## src/rtl/mc_ctrl.sv

```systemverilog
`default_nettype none
// ============================================================================
//  Module   : mc_ctrl
//  Purpose  : Multi-cycle control unit for the MIPS-subset CPU. A Moore FSM
//             that decodes the latched instruction, drives the ALU op code and
//             operand selects, and sequences the IR, memory, register-file
//             and PC write enables. beq is resolved from the ALU zero flag.
//  Revision : 1.0 - initial release
// ----------------------------------------------------------------------------
//  Ports
//    clk        in   1  system clock, rising edge
//    rst        in   1  asynchronous active-high reset
//    opcode     in   6  IR[31:26], meaningful from DECODE onward
//    funct      in   6  IR[5:0]
//    zero       in   1  ALU zero flag
//    mem_ready  in   1  memory access completes this cycle
//    aluop      out  4  ALU operation
//    alusrca    out  1  ALU A select (0 PC, 1 reg A)
//    alusrcb    out  3  ALU B select
//    ir_we      out  1  instruction register load
//    mem_rd     out  1  memory read request
//    mem_wr     out  1  memory write request
//    iord       out  1  memory address select (0 PC, 1 ALUOut)
//    reg_we     out  1  register-file write
//    regdst     out  1  destination select (0 rt, 1 rd)
//    memtoreg   out  1  writeback select (0 ALUOut, 1 MDR)
//    pc_we      out  1  PC write
//    pcsrc      out  2  PC source select
//    err        out  1  sticky illegal-instruction flag
//    state      out  4  current FSM state (debug)
// ============================================================================
module mc_ctrl #(
    parameter logic RESET_ERR = 1'b0
) (
    input  logic       clk,
    input  logic       rst,
    input  logic [5:0] opcode,
    input  logic [5:0] funct,
    input  logic       zero,
    input  logic       mem_ready,
    output logic [3:0] aluop,
    output logic       alusrca,
    output logic [2:0] alusrcb,
    output logic       ir_we,
    output logic       mem_rd,
    output logic       mem_wr,
    output logic       iord,
    output logic       reg_we,
    output logic       regdst,
    output logic       memtoreg,
    output logic       pc_we,
    output logic [1:0] pcsrc,
    output logic       err,
    output logic [3:0] state
);

    // ------------------------------------------------------------------
    // Opcode / funct encodings
    // ------------------------------------------------------------------
    localparam logic [5:0] c_OP_RTYPE = 6'h00;
    localparam logic [5:0] c_OP_J     = 6'h02;
    localparam logic [5:0] c_OP_BEQ   = 6'h04;
    localparam logic [5:0] c_OP_ADDI  = 6'h08;
    localparam logic [5:0] c_OP_ORI   = 6'h0D;
    localparam logic [5:0] c_OP_LUI   = 6'h0F;
    localparam logic [5:0] c_OP_LW    = 6'h23;
    localparam logic [5:0] c_OP_SW    = 6'h2B;

    localparam logic [5:0] c_FN_ADD   = 6'h20;
    localparam logic [5:0] c_FN_SUB   = 6'h22;
    localparam logic [5:0] c_FN_AND   = 6'h24;
    localparam logic [5:0] c_FN_OR    = 6'h25;
    localparam logic [5:0] c_FN_XOR   = 6'h26;

    // ALU operation codes
    localparam logic [3:0] c_ALU_ADD  = 4'b0000;
    localparam logic [3:0] c_ALU_SUB  = 4'b0100;
    localparam logic [3:0] c_ALU_AND  = 4'b0001;
    localparam logic [3:0] c_ALU_OR   = 4'b0101;
    localparam logic [3:0] c_ALU_XOR  = 4'b0010;
    localparam logic [3:0] c_ALU_PASB = 4'b0110;

    // ALU B operand selects
    localparam logic [2:0] c_B_REG    = 3'b000;
    localparam logic [2:0] c_B_FOUR   = 3'b001;
    localparam logic [2:0] c_B_SEXT   = 3'b010;
    localparam logic [2:0] c_B_SEXT2  = 3'b011;
    localparam logic [2:0] c_B_ZEXT   = 3'b100;
    localparam logic [2:0] c_B_UPPER  = 3'b101;

    // PC source selects
    localparam logic [1:0] c_PC_ALU    = 2'b00;
    localparam logic [1:0] c_PC_ALUOUT = 2'b01;
    localparam logic [1:0] c_PC_JUMP   = 2'b10;

    // ------------------------------------------------------------------
    // State encoding; codes 12-15 are never targeted but are recovered
    // from by the default arm below.
    // ------------------------------------------------------------------
    typedef enum logic [3:0] {
        S_FETCH  = 4'd0,
        S_DECODE = 4'd1,
        S_MEMADR = 4'd2,
        S_MEMRD  = 4'd3,
        S_MEMWB  = 4'd4,
        S_MEMWR  = 4'd5,
        S_EXEC_R = 4'd6,
        S_RWB    = 4'd7,
        S_BRANCH = 4'd8,
        S_EXEC_I = 4'd9,
        S_IWB    = 4'd10,
        S_JUMP   = 4'd11
    } state_t;

    state_t state_q;
    state_t state_d;
    logic   err_q;
    logic   err_d;

    // ------------------------------------------------------------------
    // State and sticky error registers
    // ------------------------------------------------------------------
    always_ff @(posedge clk or posedge rst) begin
        if (rst) begin
            state_q <= S_FETCH;
            err_q   <= RESET_ERR;
        end else begin
            state_q <= state_d;
            err_q   <= err_d;
        end
    end

    assign state = state_q;
    assign err   = err_q;

    // ------------------------------------------------------------------
    // Next-state and output decode
    // ------------------------------------------------------------------
    always_comb begin
        state_d  = S_FETCH;
        err_d    = err_q;
        aluop    = c_ALU_ADD;
        alusrca  = 1'b0;
        alusrcb  = c_B_REG;
        ir_we    = 1'b0;
        mem_rd   = 1'b0;
        mem_wr   = 1'b0;
        iord     = 1'b0;
        reg_we   = 1'b0;
        regdst   = 1'b0;
        memtoreg = 1'b0;
        pc_we    = 1'b0;
        pcsrc    = c_PC_ALU;

        case (state_q)
            S_FETCH: begin
                // PC+4 is computed every cycle but only committed (together
                // with the IR load) once memory delivers the instruction.
                mem_rd  = 1'b1;
                alusrcb = c_B_FOUR;
                ir_we   = mem_ready;
                pc_we   = mem_ready;
                state_d = mem_ready ? S_DECODE : S_FETCH;
            end

            S_DECODE: begin
                // Precompute the branch target into ALUOut speculatively.
                alusrcb = c_B_SEXT2;
                case (opcode)
                    c_OP_LW, c_OP_SW:            state_d = S_MEMADR;
                    c_OP_RTYPE:                  state_d = S_EXEC_R;
                    c_OP_BEQ:                    state_d = S_BRANCH;
                    c_OP_ADDI, c_OP_ORI, c_OP_LUI: state_d = S_EXEC_I;
                    c_OP_J:                      state_d = S_JUMP;
                    default: begin
                        state_d = S_FETCH;
                        err_d   = 1'b1;
                    end
                endcase
            end

            S_MEMADR: begin
                alusrca = 1'b1;
                alusrcb = c_B_SEXT;
                if (opcode == c_OP_LW) begin
                    state_d = S_MEMRD;
                end else if (opcode == c_OP_SW) begin
                    state_d = S_MEMWR;
                end else begin
                    state_d = S_FETCH;
                end
            end

            S_MEMRD: begin
                mem_rd  = 1'b1;
                iord    = 1'b1;
                state_d = mem_ready ? S_MEMWB : S_MEMRD;
            end

            S_MEMWB: begin
                reg_we   = 1'b1;
                memtoreg = 1'b1;
            end

            S_MEMWR: begin
                mem_wr  = 1'b1;
                iord    = 1'b1;
                state_d = mem_ready ? S_FETCH : S_MEMWR;
            end

            S_EXEC_R: begin
                alusrca = 1'b1;
                alusrcb = c_B_REG;
                state_d = S_RWB;
                case (funct)
                    c_FN_ADD: aluop = c_ALU_ADD;
                    c_FN_SUB: aluop = c_ALU_SUB;
                    c_FN_AND: aluop = c_ALU_AND;
                    c_FN_OR:  aluop = c_ALU_OR;
                    c_FN_XOR: aluop = c_ALU_XOR;
                    default: begin
                        // Unsupported funct: abandon the instruction so
                        // nothing is written back.
                        aluop   = c_ALU_ADD;
                        err_d   = 1'b1;
                        state_d = S_FETCH;
                    end
                endcase
            end

            S_RWB: begin
                reg_we = 1'b1;
                regdst = 1'b1;
            end

            S_BRANCH: begin
                // Compare rs and rt by subtraction; take the target held in
                // ALUOut only if they are equal.
                alusrca = 1'b1;
                alusrcb = c_B_REG;
                aluop   = c_ALU_SUB;
                pcsrc   = c_PC_ALUOUT;
                pc_we   = zero;
            end

            S_EXEC_I: begin
                alusrca = 1'b1;
                state_d = S_IWB;
                case (opcode)
                    c_OP_ORI: begin
                        alusrcb = c_B_ZEXT;
                        aluop   = c_ALU_OR;
                    end
                    c_OP_LUI: begin
                        alusrcb = c_B_UPPER;
                        aluop   = c_ALU_PASB;
                    end
                    default: begin
                        alusrcb = c_B_SEXT;
                        aluop   = c_ALU_ADD;
                    end
                endcase
            end

            S_IWB: begin
                reg_we = 1'b1;
            end

            S_JUMP: begin
                pcsrc = c_PC_JUMP;
                pc_we = 1'b1;
            end

            default: begin
                // Unreachable codes: all outputs stay at their defaults.
                state_d = S_FETCH;
            end
        endcase
    end

endmodule
`default_nettype wire

```

## config.mk

```make
export PLATFORM = sky130hd
export DESIGN_NAME = mc_ctrl
export DESIGN_NICKNAME = d
export VERILOG_FILES = /design/src/rtl/mc_ctrl.sv
export SDC_FILE = /design/constraint.sdc
export NUM_CORES = 1
export LEC_CHECK = 0
export CORE_MARGIN = 2
export CORE_UTILIZATION = 35
export DETAILED_ROUTE_END_ITERATION = 8
export DONT_BUFFER_PORTS = 1
export HOLD_SLACK_MARGIN = 0.12
export SLEW_MARGIN = 5
export SYNTH_ARGS = -nofsm -noshare
export SYNTH_HDL_FRONTEND = slang
export SYNTH_SLANG_ARGS = --single-unit
```

## constraint.sdc

```tcl
create_clock -name clk -period 2.75 [get_ports clk]
set_input_delay 0.825 -clock clk [delete_from_list [all_inputs] [get_ports clk]]
set_output_delay 0.825 -clock clk [all_outputs]
set_load 0.05 [all_outputs]
```

Word-level counts from Yosys, hierarchy flattened --
Index checks and enable logic that the tools add are counted.
Word-level totals: flip-flop bits (word level) 5, input port bits 16, output and inout port bits 23, logic and storage cells 65
Operators by class: equal/unequal tests 25, multiplexer cells 26, reduce and logical (&&, ||, !) cells 12
Operator list (count):
- 6-bit == test, second input constant | 7
- 4-bit one-hot mux with 7 select lines | 1
- 3-bit one-hot mux with 4 select lines | 2
- 4-bit one-hot mux with 5 select lines | 1
- 6-bit by 4-bit == test with 1-bit output, second input constant | 3
- 4-bit by 3-bit == test with 1-bit output, second input constant | 4
- 4-bit == test, second input constant | 4
- 3-bit two-way mux | 5
- 3-bit one-hot mux with 2 select lines | 2
- 1-bit two-way mux | 11
- 3-bit one-hot mux with 3 select lines | 1
- 4-bit by 2-bit == test with 1-bit output, second input constant | 2
- 8-bit OR reduction | 1
- 6-bit by 2-bit == test with 1-bit output, second input constant | 1
- 6-bit by 3-bit == test with 1-bit output, second input constant | 1
- 6-bit zero test | 1
- 2-bit OR reduction | 3
- 3-bit OR reduction | 2
- 5-bit OR reduction | 1
- 4-bit by 1-bit == test with 1-bit output, second input constant | 1
- 4-bit zero test | 1
- 2-bit != test, second input constant | 2
- 2-bit one-hot mux with 2 select lines | 1
- 4-bit OR reduction | 1
- 4 further kinds | 4

Longest topological paths before layout --
depth after elaboration 4, gate-level depth with buffers 7, depth with buffers taken out 6

Least setup slack after synthesis --
Ideal clock, no wire load.
kind reg-to-output, start point register state_q[3], in the netlist state[3], end point output port pc_we, arrival 2.624 ns, required time 1.925 ns, path slack -0.699 ns, stages on the path, launching flop included 5, buffers on the path 1, cells stage by stage dfrtp_1 > buf_6 > nand2b_1 > nor3_1 > a211o_1
On the way: longest elaborated chain between the ends 2, elaborated cells between the ends (all ways) 4, those cells by class eq/ne (2); mux (1); reduce/logical (1)
RTL lines:
- start: declaration | line 115 | state_t state_q;
- start signal: assignment | line 128 | state_q <= state_d;
- 4-bit == test / 4-bit zero test (equally long branches) | line 155 | case (state_q)
- 1-bit one-hot mux with 3 select lines * | line 155
- end: declaration | line 51 | output logic pc_we,
Mark *: on every way between the ends. The rest lies on a longest branch, timed or not.

Worst setup path in the final report --
start point register state_q[1], in the netlist state[1], end point output port alusrcb[0]
On the way: longest elaborated chain between the ends 2, elaborated cells between the ends (all ways) 5, those cells by class eq/ne (3); mux (1); reduce/logical (1)
RTL lines:
- 4-bit == test, or another cell as far along | line 155
- 3-bit one-hot mux with 4 select lines * | line 155
- end: declaration | line 43 | output logic [2:0] alusrcb,
Marks and branches as above.

==> results.md <==
- Slew Limit Headroom: 57.31%
- Clock latency on the worst-skew pair: 0.24 ns
- R2r setup slk: 0.90 ns
- Status: completed
- Clock Path Buffers: 2
- Gr usage total: 18.22%
- Layout area overhead: 49.43%
- 1st-iter DRT viols: 15
- Area of the multi-input gates: 534.3 sq um
- WL met1: 832 microns
- Initial Utilization: 37.56%
- Crit path max fanout: 7
- # nets final: 131
- Register area share after synthesis: 19.08%
- Finished Cell Area: 979.7 sq um
- Hold Buf Count CTS: 0
- Cell depth of the worst flop-to-flop path: 5
- Share of layout cells above drive strength 1: 34.21%
- GP Congestion: 0.7907
- RSZ-0062 raised after global routing: no
- Fillers: 182
- Post-synth EDFFs: 0
- Synthesized flop and latch total: 5
- Post-Route Setup TNS: 0 ns
- Asr flop ratio synth: 100.0%
- Worst Path Required: 1.93 ns
- Crit Path Category: reg -> out
- Clk sinks: 5
- Dominant synthesized flop cell: dfrtp_1
- Antenna Nets Post-Route: 0
- DRT Wirelength: 1.908 mm
- Critical R2R Launch: state[2]
- Gate count after technology mapping: 93
- CTS root buf: clkbuf_4
- Core Box Area: 1745 sq um
- R2R Path End: state[0]
- Most frequent cells in the layout: buf_4, nand2_1, nor2_1
- Number of diodes: 0
- CP Launch Type: flop
- Full die area: 2235 sq um
- Worst-path clk slew: 0.04 ns
- Vias: 757
- WL/cell: 13.73 microns
- Max Clk Rate: 381.4 MHz
- Postcts setup bufs: 0
- Hold Violations, Final: 0
- Synth Cell Area: 655.6 sq um
- Proportion of synthesized area in mux cells: 3.053%
- Worst Max-Slew Pin Slew: 0.6422 ns
- Compound-Gate Fraction of Synth Area: 21.56%
- H-tree Lvls: 1
- # Max-Cap Violations: 0
- Post-CTS Resized: 0
- Final Cycle Share: 95.35%
- Met3 wire length: 153 microns
- Largest net degree at the start of global routing: 14
- Met2 routed WL: 905 microns
- Num CTS Buffers: 3
- Area fraction in and, or, nand and nor cells after synthesis: 45.23%
- Largest family of logic cells by synthesized area: simple AND/OR/NAND/NOR gates
- Die height: 47.28 microns
- Shortest period the worst path allows: 2.622 ns
- # rows: 15
- Max layer used: met4
- Commonest non-fill, non-tap cell in the layout: buf_4
- First-pass GRT wire length: 2.891 mm
- Final count of negative-setup-slack endpoints: 0
- Routed vias/inst: 5.446
- Io pins: 39
- Worst hold-check path type: in -> async
- CTS tree: built
- Clk_skew: 0.001956 ns
- Port bufs: 0
- Yosys warnings: 0
- Pins Over Slew Limit: 0
- Syn_area_per_cell: 7.050 sq um
- Static leakage: 0.4043 nW
- XOR/XNOR share of the synthesized area: 2.672%
- Initial DRT Pass Iterations: 4
- Register Area: 125.1 sq um
- Global route overflow: 0
- Mapped Nets: 109
- VDD IR max: 0.2026 mV
- Antenna violations before repair: 0
- Adder-cell share of the synthesized area: 0%
- DP Area: 945.9 sq um
- Crit end category: output pin
- Crit path DAT: 1.80 ns
- Distinct cells, synth: 37
- DR DRC count: 0
- Power Density: 397.2 nW/um^2
- Die W: 47.28 microns
- Vias in the first global route: 651
- DP HPWL: 1.525 mm
## flip-flops by register name, summed over array words and instances, names as in the netlist
name and flops:
state 4, err 1
## synthesized netlist by cell type, drive strengths merged (2+ instances only)
cell type | instances | area (sq um)
a21o | 2 | 15.01
mux2i | 2 | 20.02
o21ai | 5 | 25.02
nor4 | 2 | 27.53
nand2b | 8 | 65.07
nand3 | 4 | 20.02
o22ai | 2 | 12.51
o31ai | 2 | 15.01
or3b | 2 | 17.52
nand3b | 2 | 15.01
buf | 4 | 28.78
a21oi | 6 | 30.03
inv | 5 | 18.77
nor3 | 9 | 45.04
nand2 | 11 | 43.80
dfrtp | 5 | 125.1
nor2 | 8 | 30.03
## metrics by stage
stage,hold slack [ns],util [%],power (mW),std cells,setup WS (ns)
4_1_cts,0.3643,55.70,0.3920,139,0.09930
2_1_floorplan,0.6035,-,0.2351,93,-0.2654
5_1_grt,0.3786,56.13,0.4065,139,0.04390
6_report,0.3619,56.13,0.3891,139,0.1280
3_5_place_dp,0.6225,54.19,0.3042,135,0.1011
3_3_place_gp,0.6137,54.19,0.3038,135,0.1340
## worst max-delay path: stages, from the launching register on
cell	delay, ns
dfrtp_1	0.50
nand2b_1	0.30
nor2_1	0.09
nand2_1	0.16
clkinvlp_4	0.12
nand2_1	0.17
o31ai_4	0.21
## routing by layer
metal  vias up  track usage (%)
met5         -                0
met4         0            6.667
met3         2            4.231
met2        34            28.65
met1       345            24.09
li1        376                -
## report_power, final
group	total, mW	switching, mW	internal [mW]
combinational	0.221	0.138	0.0822
clock	0.0852	0.0303	0.0549
sequential	0.0833	0.00529	0.0781
## area by class of cell
class | count | share of cell area [%]
timing repair buffer | 22 | 24.52
sequential | 5 | 12.77
inverter | 5 | 2.299
tap | 25 | 3.193
multi-input combinational | 78 | 54.53
clock buffer | 4 | 2.682
## cells by family (layout without fill, tap and decap cells)
family,count (synthesis),count (layout)
compound gates,22,22
xor+xnor,2,2
buf+inv,10,31
flops,5,5
mux,2,2
other cells,1,1
simple gates,51,51
## how the worst max path moves through the flow
stage,startpoint,end,slack [ns],cells after the start
finish,state[1],alusrcb[0],0.13,6
global route,state[1],alusrcb[0],0.04,6
CTS,state[2],aluop[1],0.1,4
detailed placement,opcode[5],aluop[1],0.10,6
global placement,opcode[5],aluop[1],0.13,6
floorplan,state[0],pc_we,-0.27,4
Power figures use the tool's default switching activity.
